## src/rtl/multi_cycle_cpu.sv

```systemverilog
// Multi-cycle MIPS-subset core: FETCH/DECODE/EXEC/MEM/WB sequencing over one shared req/ack
// memory port, with the register file, IR, operand latches and PC held inside the core.
module multi_cycle_cpu #(
    parameter int                DATA_W   = 32,
    parameter int                ADDR_W   = 32,
    parameter int                REG_NUM  = 32,
    parameter logic [ADDR_W-1:0] RESET_PC = '0
) (
    input  logic              clk_i,
    input  logic              rst_i,
    output logic              mem_req_o,
    output logic              mem_we_o,
    output logic [ADDR_W-1:0] mem_addr_o,
    output logic [DATA_W-1:0] mem_wdata_o,
    input  logic [DATA_W-1:0] mem_rdata_i,
    input  logic              mem_ack_i,
    output logic [ADDR_W-1:0] pc_o,
    output logic              halt_o
);
    localparam int RW = (REG_NUM > 1) ? $clog2(REG_NUM) : 1;

    localparam logic [5:0] OP_RTYPE = 6'h00, OP_J = 6'h02, OP_BEQ = 6'h04, OP_BNE = 6'h05;
    localparam logic [5:0] OP_ADDI = 6'h08, OP_SLTI = 6'h0A, OP_ANDI = 6'h0C, OP_ORI = 6'h0D;
    localparam logic [5:0] OP_LW = 6'h23, OP_SW = 6'h2B;
    localparam logic [5:0] FN_SLL = 6'h00, FN_ADD = 6'h20, FN_SUB = 6'h22;
    localparam logic [5:0] FN_AND = 6'h24, FN_OR = 6'h25, FN_SLT = 6'h2A;

    typedef enum logic [2:0] {
        S_FETCH,
        S_DECODE,
        S_EXEC,
        S_MEM,
        S_WB,
        S_HALT
    } state_t;

    state_t state, next_state;

    logic [ADDR_W-1:0]        pc;
    logic [31:0]              ir_p0;
    logic signed [DATA_W-1:0] a_p1, b_p1, imm_p1, alu_p2, mdr_p3;
    logic [DATA_W-1:0]        regs [REG_NUM];
    logic                     req, we;

    logic [5:0]    op, funct;
    logic [4:0]    shamt;
    logic [RW-1:0] rs, rt, rd, dest;
    logic          is_r, is_j, is_lw, is_sw, legal, br_taken;
    logic [ADDR_W-1:0] j_target;

    function automatic logic op_legal(input logic [5:0] o, input logic [5:0] f);
        case (o)
            OP_RTYPE: return f inside {FN_SLL, FN_ADD, FN_SUB, FN_AND, FN_OR, FN_SLT};
            OP_J, OP_BEQ, OP_BNE, OP_ADDI, OP_SLTI,
            OP_ANDI, OP_ORI, OP_LW, OP_SW: return 1'b1;
            default: return 1'b0;
        endcase
    endfunction

    function automatic logic signed [DATA_W-1:0] ext_imm(input logic [15:0] imm, input logic zext);
        return zext ? {{(DATA_W-16){1'b0}}, imm} : {{(DATA_W-16){imm[15]}}, imm};
    endfunction

    function automatic logic signed [DATA_W-1:0] alu_op(
        input logic [5:0]               o,
        input logic [5:0]               f,
        input logic [4:0]               sh,
        input logic signed [DATA_W-1:0] a,
        input logic signed [DATA_W-1:0] b,
        input logic signed [DATA_W-1:0] imm
    );
        logic signed [DATA_W-1:0] r;
        case (o)
            OP_RTYPE: begin
                case (f)
                    FN_ADD:  r = a + b;
                    FN_SUB:  r = a - b;
                    FN_AND:  r = a & b;
                    FN_OR:   r = a | b;
                    FN_SLT:  r = {{(DATA_W-1){1'b0}}, (a < b)};
                    FN_SLL:  r = b << sh;
                    default: r = '0;
                endcase
            end
            OP_SLTI: r = {{(DATA_W-1){1'b0}}, (a < imm)};
            OP_ANDI: r = a & imm;
            OP_ORI:  r = a | imm;
            default: r = a + imm;  // addi and the lw/sw effective address
        endcase
        return r;
    endfunction

    function automatic logic [ADDR_W-1:0] word_addr(input logic [ADDR_W-1:0] x);
        return {x[ADDR_W-1:2], 2'b00};
    endfunction

    assign op    = ir_p0[31:26];
    assign rs    = ir_p0[21 +: RW];
    assign rt    = ir_p0[16 +: RW];
    assign rd    = ir_p0[11 +: RW];
    assign shamt = ir_p0[10:6];
    assign funct = ir_p0[5:0];

    assign is_r     = (op == OP_RTYPE);
    assign is_j     = (op == OP_J);
    assign is_lw    = (op == OP_LW);
    assign is_sw    = (op == OP_SW);
    assign legal    = op_legal(op, funct);
    assign dest     = is_r ? rd : rt;
    assign br_taken = ((op == OP_BEQ) && (a_p1 == b_p1)) || ((op == OP_BNE) && (a_p1 != b_p1));
    assign j_target = ((pc >> 28) << 28) | ADDR_W'({ir_p0[25:0], 2'b00});

    // Bus outputs are gated by reset so an in-flight request drops the instant reset asserts.
    assign mem_req_o   = req & rst_i;
    assign mem_we_o    = we & rst_i;
    assign mem_addr_o  = !mem_req_o ? '0 :
                         (state == S_MEM) ? word_addr(ADDR_W'($unsigned(alu_p2))) : word_addr(pc);
    assign mem_wdata_o = mem_we_o ? $unsigned(b_p1) : '0;
    assign pc_o        = pc;
    assign halt_o      = (state == S_HALT);

    always_ff @(posedge clk_i or negedge rst_i) begin
        if (!rst_i) state <= S_FETCH;
        else        state <= next_state;
    end

    always_comb begin
        next_state = state;
        req        = 1'b0;
        we         = 1'b0;
        case (state)
            S_FETCH: begin
                req = 1'b1;
                if (mem_ack_i) next_state = S_DECODE;
            end
            S_DECODE: begin
                if (!legal)    next_state = S_HALT;
                else if (is_j) next_state = S_FETCH;
                else           next_state = S_EXEC;
            end
            S_EXEC: begin
                if ((op == OP_BEQ) || (op == OP_BNE)) next_state = S_FETCH;
                else if (is_lw || is_sw)             next_state = S_MEM;
                else                                 next_state = S_WB;
            end
            S_MEM: begin
                req = 1'b1;
                we  = is_sw;
                if (mem_ack_i) next_state = is_sw ? S_FETCH : S_WB;
            end
            S_WB:    next_state = S_FETCH;
            S_HALT:  next_state = S_HALT;
            default: next_state = S_HALT;
        endcase
    end

    always_ff @(posedge clk_i or negedge rst_i) begin
        if (!rst_i) begin
            pc     <= RESET_PC;
            ir_p0  <= '0;
            a_p1   <= '0;
            b_p1   <= '0;
            imm_p1 <= '0;
            alu_p2 <= '0;
            mdr_p3 <= '0;
            for (int i = 0; i < REG_NUM; i++) regs[i] <= '0;
        end else begin
            case (state)
                // fetch: latch instruction, advance PC
                S_FETCH: begin
                    if (mem_ack_i) begin
                        ir_p0 <= mem_rdata_i[31:0];
                        pc    <= pc + ADDR_W'(4);
                    end
                end
                // decode: operand read, immediate extension, jump resolution
                S_DECODE: begin
                    a_p1   <= regs[rs];
                    b_p1   <= regs[rt];
                    imm_p1 <= ext_imm(ir_p0[15:0], (op == OP_ANDI) || (op == OP_ORI));
                    if (is_j) pc <= j_target;
                end
                // execute: ALU result, branch resolution relative to the already-advanced PC
                S_EXEC: begin
                    alu_p2 <= alu_op(op, funct, shamt, a_p1, b_p1, imm_p1);
                    if (br_taken) pc <= pc + ADDR_W'($unsigned(imm_p1 <<< 2));
                end
                // memory: load data capture
                S_MEM: begin
                    if (mem_ack_i && is_lw) mdr_p3 <= mem_rdata_i;
                end
                // writeback
                S_WB: begin
                    if (dest != '0) regs[dest] <= is_lw ? mdr_p3 : alu_p2;
                end
                default: ;
            endcase
        end
    end

endmodule

```

## config.mk

```make
export PLATFORM = sky130hd
export DESIGN_NAME = multi_cycle_cpu
export DESIGN_NICKNAME = d
export VERILOG_FILES = /design/src/rtl/multi_cycle_cpu.sv
export SDC_FILE = /design/constraint.sdc
export NUM_CORES = 2
export LEC_CHECK = 0
export BUFFER_PORTS_ARGS = -buffer_cell sky130_fd_sc_hd__buf_2
export CORE_MARGIN = 1
export CORE_UTILIZATION = 50
export DETAILED_ROUTE_END_ITERATION = 7
export GPL_TIMING_DRIVEN = 0
export PLACE_DENSITY = 0.7
export SETUP_SLACK_MARGIN = 0.3
export SLEW_MARGIN = 0
export SYNTH_ARGS = -nofsm -noshare
export SYNTH_HDL_FRONTEND = slang
export SYNTH_SLANG_ARGS = --single-unit
export TNS_END_PERCENT = 30
```

## constraint.sdc

```tcl
create_clock -name clk_i -period 9.35 [get_ports clk_i]
set_input_delay 2.805 -clock clk_i [delete_from_list [all_inputs] [get_ports clk_i]]
set_output_delay 2.805 -clock clk_i [all_outputs]
set_load 0.02 [all_outputs]
```

Yosys cells after proc, flatten, opt, wreduce, memory -nomap -nowiden

Cells that the tools add are included.

Word-level logic and storage cells: 140
Input port bits: 35
Output and inout bits: 99
Register bits after elaboration: 1251

Bitwise operators: 10
Magnitude comparators: 6
$add $sub $neg: 5
Reductions and logical operators: 21
Multiplexer cells: 32
Shift operators: 1
Eq/ne operators: 25

Operator list:

| kind                                                             | count |
|---|---|
| 1024-bit bitwise mux                                             | 1 |
| 32-bit 2-to-1 mux                                                | 13 |
| 32-bit binary-select mux with 5-bit select                       | 2 |
| 32-bit case mux with 6 select lines                              | 1 |
| 32-bit demux with 5-bit select                                   | 1 |
| 32-bit case mux with 4 select lines                              | 1 |
| 32-bit adder                                                     | 3 |
| 32-bit case mux with 3 select lines                              | 1 |
| 32-bit AND                                                       | 2 |
| 32-bit less-than comparator                                      | 2 |
| 32-bit OR                                                        | 2 |
| 6-bit == test (second input constant)                            | 7 |
| 32-bit by 3-bit adder with 32-bit output (second input constant) | 1 |
| 32-bit == test                                                   | 1 |
| 32-bit != test                                                   | 1 |
| 32-bit by 28-bit OR with 32-bit output                           | 1 |
| 32-bit by 5-bit << shifter with 32-bit output                    | 1 |
| 32-bit subtractor                                                | 1 |
| 6-bit by 4-bit == test with 1-bit output (second input constant) | 4 |
| 6-bit >= comparator (second input constant)                      | 3 |
| 3-bit 2-to-1 mux                                                 | 6 |
| 5-bit inverter with 6-bit output                                 | 3 |
| 3-bit case mux with 5 select lines                               | 1 |
| 6-bit by 3-bit == test with 1-bit output (second input constant) | 2 |
| other kinds (22)                                                 | 39 |

Depth between registers and ports, before layout

Depth after elaboration: 8
Depth in mapped cells: 20
Mapped depth without buffers: 17

Worst setup path before layout

Ideal clock, no wire load.

Kind: input -> output
Start: in rst_i
End: out mem_wdata_o[22]
Data arrival time: 3.572 ns
Stages: 3
Path buffers: 1
Required time: 6.545 ns
Setup slack: 2.973 ns
Cells stage by stage: nand2_1 clkbuf_1 nor3_1

Cells in the longest elaborated chain, start to end: 2

RTL lines:

| item              | RTL line | RTL |
|---|---|---|
| start, declared   | 10       | `input logic rst_i,` |
| 1-bit AND         | 115      | `assign mem_we_o = we & rst_i;` |
| 32-bit 2-to-1 mux | 118      | `assign mem_wdata_o = mem_we_o ? $unsigned(b_p1) : '0;` |
| end, declared     | 14       | `output logic [DATA_W-1:0] mem_wdata_o,` |

No other way between the ends.

Final worst setup path

Start: in rst_i
End: out mem_addr_o[16]

Cells in the longest elaborated chain, start to end: 2

RTL lines:

| item              | RTL line | RTL |
|---|---|---|
| 1-bit AND         | 114      | `assign mem_req_o = req & rst_i;` |
| 32-bit 2-to-1 mux | 116      | `assign mem_addr_o = !mem_req_o ? '0 :` |
| end, declared     | 13       | `output logic [ADDR_W-1:0] mem_addr_o,` |

No other way between the ends.

==> insert_results.sql <==
INSERT INTO impl_metrics (metric_group, metric, value, unit) VALUES
('timing', 'fin_worst_skew', '23.7', 'ps'),
('timing', 'worstMarginPinSlew', '1560', 'ps'),
('timing', 'final_hold_viol_count', '0', ''),
('routing', 'drcViolationCount', '0', ''),
('synth', 'async_reset_ff_frac', '1.00', ''),
('synth', 'postSynthRegisterBits', '1234', ''),
('critical_path', 'setup.worst_path.start_class', 'primary input', ''),
('timing', 'max_freq', '0.112', 'GHz'),
('synth', 'synth_largest_type_area_fraction', '0.431', ''),
('run_status', 'status', 'finished, violations left', ''),
('hold_path', 'min_path_type', 'flop to flop', ''),
('place', 'buffer_ports.inserted', '129', ''),
('synth', 'synthDistinctLibCells', '86', ''),
('synth', 'synth_sequential_area_ratio', '0.431', ''),
('routing', 'met1_length', '97400', 'um'),
('clock_network', 'clock_path_buffers', '3', ''),
('critical_path', 'setup_crit_end_kind', 'primary output', ''),
('floorplan', 'die_outline_width', '380', 'um'),
('routing', 'wl_met3', '31000', 'um'),
('timing', 'final_period_util', '0.957', ''),
('cells_and_area', 'fillerInstances', '12100', ''),
('routing', 'length_of_routed_met2_wiring', '132000', 'um'),
('clock_network', 'numClockSinks', '1234', ''),
('routing', 'route.vias.total', '60800', ''),
('synth', 'synth_top_area_cell', 'dfrtp_1', ''),
('clock_network', 'htree_num_levels', '4', ''),
('floorplan', 'die_area', '0.145', 'mm2'),
('clock_network', 'cts_root_buffer_type', 'clkbuf_16', ''),
('routing', 'viasPerCell', '6.67', ''),
('synth', 'synthesis.area_per_instance', '10.5', 'um2'),
('timing', 'timing.max_slew.rel_slack', '-0.0511', ''),
('critical_path', 'critical_path_peak_fanout', '104', ''),
('timing', 'max_slew_vio_count', '8', ''),
('power', 'power_density', '138', 'mW/mm2'),
('synth', 'synthesis.instances', '6848', ''),
('power', 'tot_pwr', '0.0109', 'W'),
('synth', 'ys.warnings.count', '0', ''),
('routing', 'wl_per_cell', '31.1', 'um'),
('routing', 'route.antenna.remaining_nets', '0', ''),
('clock_network', 'cts_inserted_buffers', '130', ''),
('global_routing', 'globalRoute.totalOverflow', '0', ''),
('clock_network', 'post_cts_hold_buffer_count', '0', ''),
('place', 'gp_congestion', '1.05', ''),
('cells_and_area', 'area_growth', '11.0', '%'),
('routing', 'dr.pass1.iters', '8', ''),
('routing', 'postRouteWirelength', '284000', 'um'),
('timing', 'timing.final.setup_violations', '0', ''),
('critical_path', 'worstPathArrival', '6140', 'ps'),
('cells_and_area', 'nets', '7391', ''),
('synth', 'synth-edff-count', '0', ''),
('timing', 'finalSetupTns', '0', 'ps'),
('routing', 'drt-initial-drc-count', '8421', ''),
('floorplan', 'die_height', '380', 'um'),
('timing', 'final.hold.worst_slack', '474', 'ps'),
('place', 'dp_hpwl', '225000', 'um'),
('global_routing', 'grt_start_max_net_pins', '178', ''),
('synth', 'netlist_area_before_placement', '0.0716', 'mm2'),
('floorplan', 'io_pins', '134', ''),
('critical_path', 'critical_path_required', '6550', 'ps'),
('synth', 'synth_common_cells', 'dfrtp_1 (1234), nand2_1 (857), nor2_1 (772)', ''),
('power', 'vdd_ir_max', '0.000168', 'V'),
('global_routing', 'antenna_found_initial', '13', ''),
('power', 'cellLeakagePower', '33.1', 'nW'),
('floorplan', 'floorplan.initialDensity', '0.505', ''),
('clock_network', 'clock_latency_reported_for_the_late_side_of_the_worst_skew_pair', '790', 'ps'),
('floorplan', 'placementRows', '138', ''),
('global_routing', 'grtUsageTotal', '0.391', ''),
('timing', 'setup_repair_after_global_routing_missed_its_margin', 'true', ''),
('clock_network', 'tritoncts', 'done', ''),
('clock_network', 'clkSlewWorstSetupHoldPaths', '60', 'ps'),
('cells_and_area', 'layout-drive-gt1-share', '0.155', ''),
('timing', 'min_period', '8940', 'ps'),
('synth', 'synth.top_cells.by_area', 'dfrtp_1 (43%), mux4_2 (20%), a21oi_1 (5.1%)', ''),
('flow_run', 'maxCapViolations', '2', ''),
('critical_path', 'criticalPathCategory', 'primary input to primary output', ''),
('routing', 'topmost_layer_with_routed_signal_wires', 'met5', ''),
('synth', 'ys.flop_type', 'dfrtp_1', ''),
('global_routing', 'first_global_vias', '61100', ''),
('global_routing', 'grt_pass1_wl', '410000', 'um'),
('run_status', 'violations', 'capacitance limit, slew limit', ''),
('synth', 'synth_most_common_cell', 'dfrtp_1', ''),
('floorplan', 'design.core.area', '0.142', 'mm2');
## through the flow
step	util	setup slack [ps]	cell area [um2]	cells
global route	0.561	221	79500	9119
floorplan	-	2970	71600	6851
finish	0.561	405	79500	9120
detailed placement	0.528	-650	74900	8883
global placement	0.526	-26200	74600	8870
CTS	0.560	506	79400	9118
## layer usage
metal | track usage | vias to the layer above
li1 | - | 25300
met1 | 0.461 | 30800
met2 | 0.618 | 3777
met3 | 0.110 | 951
met4 | 0.275 | 10
met5 | 0 | -
## cells by family (layout without fill, tap and decap cells)
family,Yosys count,count (layout),synth area share
AO/OA/AOI/OAI,1818,1818,0.141
XOR/XNOR,74,74,0.00905
adder cells (fa/ha/maj),225,225,0.0397
buffers and inverters,792,1170,0.0419
flip-flops,1234,1234,0.431
multiplexers,835,835,0.231
other,1,5,0.0000524
AND/OR/NAND/NOR,1869,1869,0.106
## sequential cells by signal, indices dropped and copies added (netlist names)
register and count:
mdr_p3 32, state 3, a_p1 32, pc_o 30, imm_p1 17, regs 1024
b_p1 32, alu_p2 32, ir_p0 32
## cell type report
class	count	area [um2]	area share
well taps	1890	2360	0.0298
diodes	1	2.50	0.0000315
clock inverters	49	544	0.00685
plain buffers	652	2480	0.0312
flip-flops and latches	1234	30900	0.389
inverters	140	526	0.00661
clock buffers	181	3860	0.0486
multi-input cells	4825	37800	0.475
repair buffers	148	1050	0.0132
## report_power, final
part | switching (W) | total, W | internal, W | leakage, nW
clock network | 0.00230 | 0.00545 | 0.00314 | 2.15
registers | 0.00000430 | 0.00535 | 0.00535 | 17.2
logic | 0.000122 | 0.000149 | 0.0000271 | 13.8
total | 0.00243 | 0.0109 | 0.00852 | 33.1
## final timing paths
path                       startpoint        endpoint  slack [ps]  cells after the start
max                             rst_i  mem_addr_o[16]         410                      9
min                        regs[1015]      regs[1015]         470                      1
max reg2reg                  b_p1[28]         pc_o[4]        2810                     13
min reg2reg                regs[1015]      regs[1015]         470                      1
max in group asynchronous       rst_i       regs[507]        5360                      3
min in group asynchronous       rst_i       regs[263]        1970                      1
## critical path: stages
cell	delay [ps]
buf_12	380
buf_16	370
buf_16	350
buf_16	340
o211ai_1	210
buf_4	190
clkbuf_1	380
a21oi_1	520
buf_2	260
## layout by cell type (no fill, tap or decap), drive strengths merged, types with 21 or more instances in the layout
| master | n |
|---|---|
| dfrtp | 1234 |
| o21ai | 715 |
| o211ai | 23 |
| nor2 | 772 |
| and2 | 21 |
| a21oi | 737 |
| buf | 237 |
| clkinv | 26 |
| o21bai | 24 |
| nand2 | 857 |
| mux2 | 70 |
| mux4 | 646 |
| a21o | 46 |
| xnor2 | 51 |
| a31oi | 79 |
| xor2 | 23 |
| inv | 142 |
| nor3 | 67 |
| clkbuf | 741 |
| nand3 | 34 |
| ha | 221 |
| mux2i | 119 |
| a211oi | 31 |
## timing repair
action | 4_1_cts | 5_1_grt
endpoints found under the setup margin | 64 | 7
cloned | 3 | 0
gates resized for setup | 0 | 2
setup buffers | 2 | 0
pin swaps | 1 | 0
(Power assumes the default switching activity.)
